==> src/rtl/wb_arbiter.sv <==
// Register-file write-back arbiter: in-order pipeline results take priority,
// long-latency results queue in a FIFO and drain via a starvation-forced stall.
module wb_arbiter #(
  parameter int DEPTH      = 2,
  parameter int STARVE_MAX = 4
) (
  input  logic        clk,
  input  logic        rst,
  input  logic        pipe_wreg,
  input  logic [4:0]  pipe_wd,
  input  logic [31:0] pipe_wdata,
  output logic        pipe_stall,
  input  logic        lu_valid,
  output logic        lu_ready,
  input  logic [4:0]  lu_wd,
  input  logic [31:0] lu_wdata,
  input  logic        issue_valid,
  input  logic [4:0]  issue_wd,
  output logic [31:0] busy,
  output logic        we,
  output logic [4:0]  waddr,
  output logic [31:0] wdata
);
  localparam int PW = (DEPTH > 1) ? $clog2(DEPTH) : 1;
  localparam int CW = $clog2(DEPTH + 1);
  localparam int SW = $clog2(STARVE_MAX + 1);

  typedef struct packed {
    logic [4:0]  wd;
    logic [31:0] data;
  } entry_t;

  entry_t          mem [DEPTH];
  entry_t          head;
  logic [PW-1:0]   rd_ptr, wr_ptr;
  logic [CW-1:0]   count;
  logic [SW-1:0]   starve_cnt, starve_inc;
  logic            push, pop, pipe_sel, fifo_nz, starve_hit;
  logic [31:0]     busy_nxt;

  // ready depends only on registered count, so a pop never raises it combinationally
  assign lu_ready   = (count != CW'(DEPTH)) && rst;
  assign push       = lu_valid && lu_ready && (lu_wd != 5'd0);
  assign fifo_nz    = (count != '0);
  assign pipe_sel   = !pipe_stall && pipe_wreg && (pipe_wd != 5'd0);
  assign pop        = !pipe_sel && fifo_nz;
  assign head       = mem[rd_ptr];
  assign starve_inc = starve_cnt + SW'(1);
  assign starve_hit = pipe_sel && fifo_nz && (starve_inc == SW'(STARVE_MAX));

  always_comb begin
    busy_nxt = busy;
    if (pop) busy_nxt[head.wd] = 1'b0;
    // issue after clear so a same-cycle set wins
    if (issue_valid && issue_wd != 5'd0) busy_nxt[issue_wd] = 1'b1;
    busy_nxt[0] = 1'b0;
  end

  always_ff @(posedge clk) begin
    if (push) mem[wr_ptr] <= '{wd: lu_wd, data: lu_wdata};
  end

  always_ff @(posedge clk) begin
    if (!rst) begin
      rd_ptr     <= '0;
      wr_ptr     <= '0;
      count      <= '0;
      starve_cnt <= '0;
      pipe_stall <= 1'b0;
      busy       <= '0;
      we         <= 1'b0;
      waddr      <= '0;
      wdata      <= '0;
    end else begin
      if (push) wr_ptr <= wr_ptr + PW'(1);
      if (pop)  rd_ptr <= rd_ptr + PW'(1);
      case ({push, pop})
        2'b10:   count <= count + CW'(1);
        2'b01:   count <= count - CW'(1);
        default: count <= count;
      endcase

      pipe_stall <= starve_hit;
      if (pop || !fifo_nz || starve_hit) starve_cnt <= '0;
      else if (pipe_sel)                 starve_cnt <= starve_inc;

      busy <= busy_nxt;

      if (pipe_sel) begin
        we    <= 1'b1;
        waddr <= pipe_wd;
        wdata <= pipe_wdata;
      end else if (pop) begin
        we    <= 1'b1;
        waddr <= head.wd;
        wdata <= head.data;
      end else begin
        we    <= 1'b0;
      end
    end
  end
endmodule

==> config.mk <==
export PLATFORM = sky130hd
export DESIGN_NAME = wb_arbiter
export DESIGN_NICKNAME = d
export VERILOG_FILES = /design/src/rtl/wb_arbiter.sv
export SDC_FILE = /design/constraint.sdc
export NUM_CORES = 1
export LEC_CHECK = 0
export BUFFER_PORTS_ARGS = -buffer_cell sky130_fd_sc_hd__buf_2
export CORE_MARGIN = 8
export CORE_UTILIZATION = 48
export DETAILED_ROUTE_END_ITERATION = 10
export PLACE_DENSITY_LB_ADDON = 0.15
export REMOVE_ABC_BUFFERS = 1
export SYNTH_ARGS = -nofsm -noshare
export SYNTH_HDL_FRONTEND = slang
export SYNTH_SLANG_ARGS = --single-unit
==> constraint.sdc <==
create_clock -name clk -period 2.95 [get_ports clk]
set_input_delay 0.295 -clock clk [delete_from_list [all_inputs] [get_ports clk]]
set_output_delay 0.295 -clock clk [all_outputs]
set_load 0.05 [all_outputs]
# == After elaboration in Yosys (flattened, before gate mapping) ==
# Memories as Yosys holds them, arrays and structs flattened. A register that Yosys moved wholly into a read port is not among the register bits.
# Index checks and enable logic that the tools add are counted.
# classes
n_mux,17
addsub,5
n_reduce_logical,23
n_eq_ne,4
magnitude_cmp,4
bitwise,4
# ops
op,count
$mux W32,4
$and A32 B32 Y32,1
$not A32 Y32,1
$or A32 B32 Y32,1
$reduce_bool A5 Y1,3
$lt A5 B6 Y1 const B,2
$logic_and A1 B1 Y1,11
$demux W1 S5,2
$ge A5 B1 Y1 const B,2
$mux W5,2
$mux W1,8
$reduce_bool A2 Y1,3
$pmux W2 S2,1
$add A3 B1 Y3 const B,1
$eq A3 B3 Y1 const B,1
$logic_not A1 Y1,3
$add A1 B1 Y1 const B,2
$add A2 B1 Y2 const B,1
$eq A2 B1 Y1 const B,1
$eq A2 B2 Y1 const B,1
$logic_or A1 B1 Y1,2
$ne A2 B2 Y1 const B,1
$reduce_or A2 Y1,1
$sub A2 B1 Y2 const B,1
$not A1 Y1,1
# word_totals
in_bits,84
ram_bits,74
register_bits,78
mem_count,1
elab_cells,68
# mem_list
memory,depth,word_bits,read_ports,rd_clocked_by_memory_dff,write_ports,line_no,source
mem,2,37,1,1,1,33,entry_t mem [DEPTH];

# == Longest topological paths before layout ==
# logic_depth
depth_word,9
mapped_depth,10
ltp_nobuf,7

# == Worst setup path after synthesis ==
# Ideal clock, no wire load.
# synth_path
path_type,input port to flip-flop
start,in rst
end,mem mem[1][0] in the netlist's numbering (enable)
required_time_ps,2519
n_path_buf,1
slack_ps,-894
arrival_time_ps,3413
stages,5
path_cell_list,clkbuf_1 clkinv_1 a21oi_1 nand3_1 nor2_1
# synth_via
elab_chain_len,5
# synth_rtl
item,line_no,source
from (decl),8,"input logic rst,"
$logic_and A1 B1 Y1,42,assign lu_ready = (count != CW'(DEPTH)) && rst;
named net lu_ready,14,"output logic lu_ready,"
$logic_and A1 B1 Y1 (2 in a row),43,assign push = lu_valid && lu_ready && (lu_wd != 5'd0);
$mux W1,60,"if (push) mem[wr_ptr] <= '{wd: lu_wd, data: lu_wdata};"
$mux W1 (implied by the code),60,
to (decl),33,
# The timed path passes the listed nets, and every way through them passes these cells.

==> impl_metrics.yaml <==
status:
  status: "complete, no violations"
floorplanning:
  die_h_um: 130
  core.rowCount: 41
  floorplan.initialDensity: 0.490
  coreArea_um2: 12600
  die-area_um2: 16800
  die_x_um: 130
  num_io_pins: 156
logic_synthesis:
  synthXorXnorAreaFrac: 0.00425
  ys_top_cells_by_count: "nand2_1, dfxtp_1, edfxtp_1, a21oi_1"
  yosysTopAreaCell: "edfxtp_1"
  synth_cell_types: 44
  ys.warnings.count: 0
  ys_async_sr_fraction: 0
  syn_avg_cell_area_um2: 11.1
  yosysSeqAreaShare: 0.611
  syn_area_um2: 6190
  synth_area_leaders: "edfxtp_1, dfxtp_1, mux2i_1"
  synth_compound_area_frac: 0.168
  synth_seq_cells: 152
  yosys.area_share.adder: 0.00607
  synthMuxAreaShare: 0.0617
  synth_ff_type: "dfxtp_1"
  synth_top_family_by_area: "compound AO/OA/AOI/OAI gates"
  yosys.area_share.simple: 0.121
  yosysMostFrequentCell: "nand2_1"
  synth_top_cell_area_share: 0.359
  syn-instance-count: 560
  synth-edff-count: 74
clock_network:
  cts.sinks: 152
  clockBufferDepth: 2
  clk_pin_slew_ns: 0.06
  cts_resized: 0
  ctsHoldBuffers: 0
  cts_tree: "yes"
  numCtsBuffers: 17
  clk_latency_ns: 0.41
  cts_max_level: 4
  cts_root_buf: "clkbuf_16"
  cts_setup_buffers: 0
sta:
  post-route-min-period_ns: 2.24
  fmax_ghz: 0.446
  setup_viol: 0
  skew_ns: 0.00556
  slew_viol_final: 0
  hold_viol: 0
  rsz0062_at_grt: "no"
  period_share: 0.761
  tightest_slew_ns: 0.733
  slew_headroom: 0.498
grt:
  overflow: 0
  grt_pass1_vias: 4958
  grt_max_degree: 60
  antenna_found_initial: 1
  track_usage: 0.186
  grt_pass1_wl_um: 24100
setup_path:
  cp.required_ns: 3.21
  start_kind: "register"
  worstRegToRegCells: 3
  cp-end-kind: "register"
  critPathKind: "reg2reg"
  crit_arrival_ns: 2.51
  crit_path_max_fanout: 26
  r2r_slack_ns: 0.71
  rr_endpoint: "busy[24]"
layout:
  nFillCells: 1088
  regArea_um2: 3780
  stdcell_area_um2: 7730
  nNetsFinal: 792
  drive_above_1_share: 0.288
  multi_input_area_um2: 2250
  area_delta_synth_final_pct: 24.9
hold_path:
  hold_path_class: "in2reg"
  min_from: "lu_wdata[28]"
  whs_path_depth: 1
  hold_end: "mem[1][28]"
place:
  gp_congestion: 0.802
  portBuffers: 154
  place_area_um2: 7140
  dpl.hpwl_um: 10800
detailed_routing:
  firstDrtPassIters: 5
  drt_wl_total_um: 15400
  vias: 4787
  drtAntennaViolNets: 0
  routed_via_density: 5.37
  avgRoutedWirePerCell_um: 17.3
  drc_errors: 0
  first_iter_violations: 364
power_and_ir_drop:
  ir_drop_mv: 0.443
  p_leak_uw: 0.00294
  p_total_uw: 6410
  power_density_nw_per_um2: 829
job:
  maxCapViolCount: 0
## area by class of cell
type,instances,area share
Multi-Input combinational cell,367,0.291
Timing Repair Buffer,162,0.112
Tap cell,172,0.0278
Sequential cell,152,0.490
Clock inverter,9,0.0159
Clock buffer,23,0.0607
Inverter,5,0.00243
Antenna cell,1,0.000324
## report_power, final
part           internal [uW]  switching, uW
sequential              2420            131
combinational            524           1170
clock                   1370            788
## stage by stage
step	TNS, ns	worst slack, ns	utilization	hold slack [ns]	instances
global route	0	0.431	0.612	0.0502	890
global placement	0	0.723	0.566	0.445	858
CTS	0	0.673	0.612	0.0489	890
finish	0	0.706	0.613	0.0690	891
detailed placement	0	0.689	0.566	0.463	858
floorplan	-89.59	-1.63	-	0.394	524
## cells in the final DEF (no fill, tap or decap), drive strengths merged, types with 5 or more instances in the layout
cell / n
a21oi: 62
a311oi: 14
buf: 162
clkbuf: 23
clkinv: 6
dfxtp: 78
edfxtp: 74
inv: 5
mux2i: 37
nand2: 94
nand2b: 5
nand3: 8
nor2: 30
nor2b: 5
o211ai: 37
o21ai: 19
o221a: 15
## sequential cells by signal, indices dropped and copies added, names as in the netlist, named ones only
signal	flops
count	2
mem	74
pipe_stall	1
waddr	5
wdata	32
starve_cnt	3
busy	31
rd_ptr	1
wr_ptr	1
we	1
## metal layers
metal | part of all wire | wire length, um | up-vias | GRT usage
met4 | 0.014 | 212 | 0 | 0.0813
li1 | - | - | 2374 | -
met1 | 0.42 | 6410 | 2238 | 0.212
met5 | 0 | 0 | - | 0
met3 | 0.078 | 1200 | 16 | 0.0637
met2 | 0.49 | 7580 | 159 | 0.311
## logic make-up after synthesis
| family | count (synthesis) |
|---|---|
| adders and majority gates | 3 |
| buffers and inverters | 41 |
| and+or+nand+nor | 167 |
| DFF | 152 |
| muxes | 38 |
| xor gates and xnor gates | 3 |
| other | 1 |
| AOI/OAI and AO/OA | 155 |
## worst max-delay path by stage
stage                     from        end  cells after the start
floorplan                  rst  mem[1][0]                      4
global placement    pipe_wd[0]    busy[1]                      6
detailed placement  pipe_wd[0]    busy[5]                      6
CTS                   register   busy[24]                      3
global route          register   busy[28]                      3
finish                register   busy[24]                      3
## worst max-delay path: stages, from the launching register on
cell and delay (ns):
dfxtp_2 0.74, mux2i_1 0.71, nor3b_1 0.48, a311oi_1 0.17
Note: power is estimated with default switching activity, not from simulation.
